$ cat src/rtl/regfile_write_ctrl_pkg.sv
// Shared widths, FSM state encoding and request type for the register-file
// write controller.
package regfile_write_ctrl_pkg;

    localparam int ADDR_W = 5;
    localparam int DATA_W = 32;

    localparam logic [0:0] ST_CLEAR = 1'b0;
    localparam logic [0:0] ST_RUN   = 1'b1;

    typedef struct packed {
        logic [ADDR_W-1:0] addr;
        logic [DATA_W-1:0] data;
    } wr_req_t;

endpackage

$ cat src/rtl/regfile_write_ctrl_rr_arb2.sv
// Two-input round-robin arbiter: one-hot grant from the valids, with a flop
// remembering whether B won the last granted cycle.
module rr_arb2 (
    input  logic       clk,
    input  logic       reset,
    input  logic       en_i,
    input  logic [1:0] req_i,
    output logic [1:0] gnt_o
);

    logic last_b_q;
    logic last_b_d;
    logic [1:0] gnt;

    always_comb begin
        gnt      = 2'b00;
        last_b_d = last_b_q;
        if (en_i) begin
            if (req_i == 2'b11) begin
                gnt = last_b_q ? 2'b01 : 2'b10;
            end else begin
                gnt = req_i;
            end
            if (|gnt) begin
                last_b_d = gnt[1];
            end
        end
    end

    assign gnt_o = gnt;

    // Resetting to "B granted last" makes A win the first tie.
    always_ff @(posedge clk or posedge reset) begin
        if (reset) begin
            last_b_q <= 1'b1;
        end else begin
            last_b_q <= last_b_d;
        end
    end

endmodule

$ cat src/rtl/regfile_write_ctrl.sv
// Register-file write port controller: clears the file after reset, then
// arbitrates two write requesters onto one registered write port.
module regfile_write_ctrl
    import regfile_write_ctrl_pkg::*;
#(
    parameter int CLEAR_ON_RESET = 1,
    parameter int NREGS          = 32
) (
    input  logic              clk,
    input  logic              reset,
    input  logic              a_valid,
    input  logic [ADDR_W-1:0] a_addr,
    input  logic [DATA_W-1:0] a_data,
    output logic              a_ready,
    input  logic              b_valid,
    input  logic [ADDR_W-1:0] b_addr,
    input  logic [DATA_W-1:0] b_data,
    output logic              b_ready,
    output logic              RegWrite,
    output logic [ADDR_W-1:0] A3,
    output logic [DATA_W-1:0] WD3,
    output logic              init_done
);

    localparam logic [0:0]        ST_RESET = (CLEAR_ON_RESET != 0) ? ST_CLEAR : ST_RUN;
    localparam logic [ADDR_W-1:0] LAST_IDX = ADDR_W'(NREGS - 1);

    logic [0:0]        state_q, state_d;
    logic [ADDR_W-1:0] cnt_q, cnt_d;
    logic              regwrite_q, regwrite_d;
    logic [ADDR_W-1:0] a3_q, a3_d;
    logic [DATA_W-1:0] wd3_q, wd3_d;
    logic              init_done_q, init_done_d;

    logic       run_en;
    logic [1:0] gnt;
    wr_req_t    sel;

    // Gating with reset keeps ready low while reset is held, even when the
    // block resets straight into RUN.
    assign run_en = (state_q == ST_RUN) && !reset;

    rr_arb2 u_arb (
        .clk   (clk),
        .reset (reset),
        .en_i  (run_en),
        .req_i ({b_valid, a_valid}),
        .gnt_o (gnt)
    );

    assign a_ready = gnt[0];
    assign b_ready = gnt[1];
    assign sel     = gnt[1] ? wr_req_t'{addr: b_addr, data: b_data}
                            : wr_req_t'{addr: a_addr, data: a_data};

    // NOTE: every always_comb output gets a default first so no path can
    // leave it unassigned and infer a latch.
    always_comb begin
        state_d     = state_q;
        cnt_d       = cnt_q;
        regwrite_d  = 1'b0;
        a3_d        = a3_q;
        wd3_d       = wd3_q;
        init_done_d = init_done_q | (state_q == ST_RUN);
        case (state_q)
            ST_CLEAR: begin
                regwrite_d = 1'b1;
                a3_d       = cnt_q;
                wd3_d      = '0;
                cnt_d      = cnt_q + 1'b1;
                if (cnt_q == LAST_IDX) begin
                    state_d = ST_RUN;
                end
            end
            default: begin
                // Writes to x0 complete the handshake but never reach the file.
                if (|gnt) begin
                    regwrite_d = (sel.addr != '0);
                    a3_d       = sel.addr;
                    wd3_d      = sel.data;
                end
            end
        endcase
    end

    // NOTE: sequential state uses non-blocking assignments so every flop
    // samples the pre-edge value of every other flop.
    always_ff @(posedge clk or posedge reset) begin
        if (reset) begin
            state_q     <= ST_RESET;
            cnt_q       <= '0;
            regwrite_q  <= 1'b0;
            a3_q        <= '0;
            wd3_q       <= '0;
            init_done_q <= 1'b0;
        end else begin
            state_q     <= state_d;
            cnt_q       <= cnt_d;
            regwrite_q  <= regwrite_d;
            a3_q        <= a3_d;
            wd3_q       <= wd3_d;
            init_done_q <= init_done_d;
        end
    end

    assign RegWrite  = regwrite_q;
    assign A3        = a3_q;
    assign WD3       = wd3_q;
    assign init_done = init_done_q;

endmodule
$ cat config.mk
export PLATFORM = sky130hd
export DESIGN_NAME = regfile_write_ctrl
export DESIGN_NICKNAME = d
export VERILOG_FILES = /design/src/rtl/regfile_write_ctrl_pkg.sv /design/src/rtl/regfile_write_ctrl_rr_arb2.sv /design/src/rtl/regfile_write_ctrl.sv
export SDC_FILE = /design/constraint.sdc
export NUM_CORES = 1
export LEC_CHECK = 0
export BUFFER_PORTS_ARGS = -buffer_cell sky130_fd_sc_hd__buf_2
export CAP_MARGIN = 10
export CORE_MARGIN = 1
export CORE_UTILIZATION = 51
export CTS_BUF_LIST = sky130_fd_sc_hd__clkbuf_4 sky130_fd_sc_hd__clkbuf_8
export DETAILED_ROUTE_END_ITERATION = 6
export GPL_ROUTABILITY_DRIVEN = 1
export GPL_TIMING_DRIVEN = 1
export HOLD_SLACK_MARGIN = 0.05
export PLACE_DENSITY = 0.95
export SYNTH_ARGS = -nofsm -noshare
export SYNTH_HDL_FRONTEND = slang
export SYNTH_SLANG_ARGS = --single-unit
$ cat constraint.sdc
create_clock -name clk -period 3.1 [get_ports clk]
set_input_delay 0.62 -clock clk [delete_from_list [all_inputs] [get_ports clk]]
set_output_delay 0.62 -clock clk [all_outputs]
set_load 0.02 [all_outputs]
* Yosys cells after proc, flatten, opt, wreduce, memory -nomap -nowiden
Index checks and enable logic that the tools add are counted.
** Operators by class
- Add/subtract/negate cells :: 1
- Eq/ne operators :: 3
- Multiplexer cells :: 13
- Bitwise operators :: 1
- Reductions and logical operators :: 6
** Operators with widths (number)
- 32-bit 2-to-1 mux :: 2
- 37-bit 2-to-1 mux :: 1
- 5-bit 2-to-1 mux :: 2
- 2-bit 2-to-1 mux :: 4
- 5-bit by 1-bit adder with 5-bit output (second input constant) :: 1
- 5-bit == test (second input constant) :: 1
- 5-bit nonzero test :: 1
- 1-bit 2-to-1 mux :: 4
- 2-bit OR reduction :: 2
- 2-bit == test (second input constant) :: 1
- 2-bit by 1-bit != test with 1-bit output (second input constant) :: 1
- 2-bit AND reduction :: 1
- 1-bit logical AND :: 1
- 1-bit zero test :: 1
- 1-bit bitwise OR :: 1
** Word-level totals
- Bits in registers :: 46
- Input bits :: 78
- Output and inout port bits :: 41
- Logic and storage cells :: 31

* Logic depth before layout (Yosys ltp)
- Word-level depth :: 8
- Gate-level depth with buffers :: 5
- Depth with buffers taken out :: 4

* Modules after synthesis
From an unflattened synthesis, not the netlist that was laid out.
** Second synthesis, totals
- Cell total of the unflattened synthesis :: 239
- Area, all modules :: 2414.8 µm²
** By module, submodules not included
- regfile_write_ctrl :: times used 1, cells an instance 230, area an instance 2348.5 µm², seq. area each 1126.1 µm²
- rr_arb2 :: times used 1, cells an instance 9, area an instance 66.3 µm², seq. area each 26.3 µm²

* Least setup slack after synthesis
Ideal clock, no wire load.
- Kind :: input to output
- Start point :: input port reset
- End point :: output port a_ready
- Arrival :: 1415 ps
- Required time :: 2480 ps
- Setup slack :: 1065 ps
- Stages on the path :: 3
- Buffers on the path :: 1
- Cells stage by stage :: nand2b_2 -> a211oi_4 -> buf_4
** Between the ends
- Cells in the longest elaborated chain, start to end :: 3
** Ends and longest elaborated chain
- start: declaration :: RTL line regfile_write_ctrl.sv:10 : input logic reset,
- 1-bit zero test (no source line)
- 1-bit logical AND :: RTL line regfile_write_ctrl.sv:41 : assign run_en = (state_q == ST_RUN) && !reset;
- 2-bit 2-to-1 mux :: RTL line regfile_write_ctrl_rr_arb2.sv:18 : if (en_i) begin
- end: declaration :: RTL line regfile_write_ctrl.sv:14 : output logic a_ready,
No other way between the ends.

* Worst setup path in the final report
- Start point :: register state_q
- End point :: output port a_ready
** Between the ends
- Cells in the longest elaborated chain, start to end :: 2
** Ends and longest elaborated chain
- start: declaration :: RTL line regfile_write_ctrl.sv:28 : logic [0:0] state_q, state_d;
- start signal: assignment :: RTL line regfile_write_ctrl.sv:97 : state_q <= state_d;
- 1-bit logical AND :: RTL line regfile_write_ctrl.sv:41
- 2-bit 2-to-1 mux :: RTL line regfile_write_ctrl_rr_arb2.sv:18
No other way between the ends.

==> results.toml <==
[timing]
setup_ws_ns = 0.769
fin_crit_sh = 0.752
setup_violations = 0
hold_viol = 0
skew_ns = 0.00419
period_minus_slack_ns = 2.33
relSlewSlack = 0.380
holdWs_ns = 0.485
rsz0062_at_grt = "false"
slew_viol_final = 0
final.setup.tns_ns = 0
tightest_slew_ns = 0.929
fmax_ghz = 0.429

[die]
dieArea_um2 = 4840
initial_core_util = 0.534
die_w_um = 69.5
coreArea_um2 = 4350
dieHeight_um = 69.5
io_pins = 119
rows = 24

[synthesis]
netlist_area_um2 = 2330
ys.flop_type = "dfrtp_1"
synthArstFlopShare = 1.00
syn_avg_cell_area_um2 = 11.0
ys_warn_count = 0
postSynthCellCount = 212
seq_area_frac_synth = 0.495
yosys.area.top_type = "dfrtp_1"
synth_fp_nets = 292
synth.area.top_cells = "dfrtp_1, a221o_1, nand3_1"
netlist.area_leader.share = 0.484
ys_top_cells_by_count = "dfrtp_1, nand3_1, inv_1"
yosysMostFrequentCell = "dfrtp_1"
synth_cell_types = 33
synth_edf_count = 0
ys_ff_latch = 46

[setup_path]
crit_path_end_kind = "primary output"
required_ns = 2.48
reg2reg_slack_ns = 1.12
critPathLaunch = "state_q$_DFF_PP0_"
r2r_end = "RegWrite$_DFF_PP0_"
rr_startpoint = "state_q$_DFF_PP0_"
critical_path_class = "reg2out"
crit_fanout = 19
critPathCapture = "a_ready"
reg2regPathDepth = 4
arrival_ns = 1.71
start_kind = "register"

[power]
powerDensity_nw_per_um2 = 535
power.leakage_nw = 1.57
finalPower_mw = 1.63
ir_drop_mv = 0.355

[route]
via_per_inst = 5.82
routedWlPerCell_um = 15.5
drtIter0Drc = 160
ant_nets = 0
wirelength_um = 5840
firstDrtPassIters = 4
drc = 0
num_vias = 2188

[global_route]
grt_usage = 0.250
antenna_found_initial = 0
grt_pass1_wl_um = 9700
grt_overflow = 0
grt_pass1_vias = 2166
grt_max_degree = 47

[clock_tree]
cts_tree = "built"
cts_setup_buffers = 0
root_buffer = "clkbuf_8"
ctsHtreeMaxLevel = 2
max-clock-path-buffers = 2
cts_buffers = 5
clk_pin_slew_ns = 0.09
insertion_delay_ns = 0.29
cts_num_sinks = 46
cts_hold_buf = 0
cts-resized-gates = 0

[final_layout]
area_delta_synth_final_pct = 30.8
final_core_utilization = 0.699
stdcell_area_um2 = 3040
nFillCells = 345
final_layout_size_suffix_gt1_frac = 0.472
finalNetCount = 403
final_cells = 376
num_antenna_cells = 0

[placement]
placed_area_um2 = 2920
place_hpwl_um = 4190
pre_cts_slack_ns = 0.852
place.gp.congestion = 0.740
numPortBuffers = 118
dp_cells = 368

[run]
max_cap_viol_count = 0

[min_path]
hold_class = "reg2reg"

[outcome]
outcome = "completed"
[power breakdown]
group	internal, mW	switching (mW)	total [mW]
logic	0.187	0.261	0.447
clock network	0.246	0.212	0.457
registers	0.682	0.0420	0.724
[critical path: stages, from the launching register on]
cell and delay (ns):
dfrtp_1 0.58, nand2b_2 0.15, a211oi_4 0.22, buf_4 0.26, buf_2 0.20
[cells by family (layout without fill, tap and decap cells)]
family / Yosys count / in the layout / share of synthesized area
AOI/OAI and AO/OA: 47 / 47 / 0.219
xor gates and xnor gates: 3 / 3 / 0.0113
adders and majority gates: 2 / 2 / 0.0108
buffers and inverters: 40 / 152 / 0.0780
DFF: 46 / 46 / 0.495
muxes: 2 / 2 / 0.00968
and+or+nand+nor: 72 / 72 / 0.176
[state kept, by name (all words and copies together) (netlist names)]
name,count
init_done,1
WD3,32
state_q,1
cnt_q,5
u_arb.last_b_q,1
RegWrite,1
A3,5
[placed cells by master, fill, tap and decap left out, drive strengths merged]
| cell | Yosys | final |
|---|---|---|
| nand3 | 34 | 34 |
| or3b | 1 | 1 |
| ha | 2 | 2 |
| o22a | 1 | 1 |
| bufinv | 0 | 1 |
| o311ai | 19 | 19 |
| clkinvlp | 0 | 1 |
| and3 | 19 | 19 |
| nor2 | 2 | 2 |
| and2 | 2 | 2 |
| or4 | 1 | 1 |
| xnor2 | 3 | 3 |
| a211oi | 3 | 3 |
| nand2b | 2 | 2 |
| nand2 | 1 | 1 |
| inv | 20 | 21 |
| o21bai | 1 | 1 |
| and3b | 1 | 1 |
| dfstp | 1 | 1 |
| or3 | 1 | 1 |
| nor2b | 5 | 5 |
| mux2 | 2 | 2 |
| dfrtp | 45 | 45 |
| clkbuf | 12 | 5 |
| a31oi | 5 | 5 |
| or2 | 3 | 3 |
| a221o | 18 | 18 |
| buf | 8 | 124 |
[how the worst min path moves through the flow]
stage,to,cells past startpoint,start
global route,init_done$_DFF_PP0_,1,init_done$_DFF_PP0_
floorplan,cnt_q[3]$_DFFE_PP0N_,1,cnt_q[3]$_DFFE_PP0N_
detailed placement,init_done$_DFF_PP0_,1,init_done$_DFF_PP0_
CTS,init_done$_DFF_PP0_,1,init_done$_DFF_PP0_
finish,init_done$_DFF_PP0_,1,init_done$_DFF_PP0_
global placement,init_done$_DFF_PP0_,1,init_done$_DFF_PP0_
[layer usage]
layer	track usage	wire length [um]	part of all wire
met2	0.449	2960	0.51
met5	0	0	0
met3	0.0654	464	0.079
met4	0.0703	72	0.012
met1	0.293	2350	0.40
[cell type report]
| class | instances | area [um^2] | area share |
|---|---|---|---|
| Clock inverter | 3 | 48.8 | 0.0160 |
| Multi-Input combinational cell | 126 | 996 | 0.327 |
| Sequential cell | 46 | 1150 | 0.379 |
| Timing Repair Buffer | 124 | 636 | 0.209 |
| Tap cell | 52 | 65.1 | 0.0214 |
| Clock buffer | 5 | 68.8 | 0.0226 |
| Inverter | 20 | 75.1 | 0.0247 |
No activity file was read; power rests on OpenSTA's default activity.
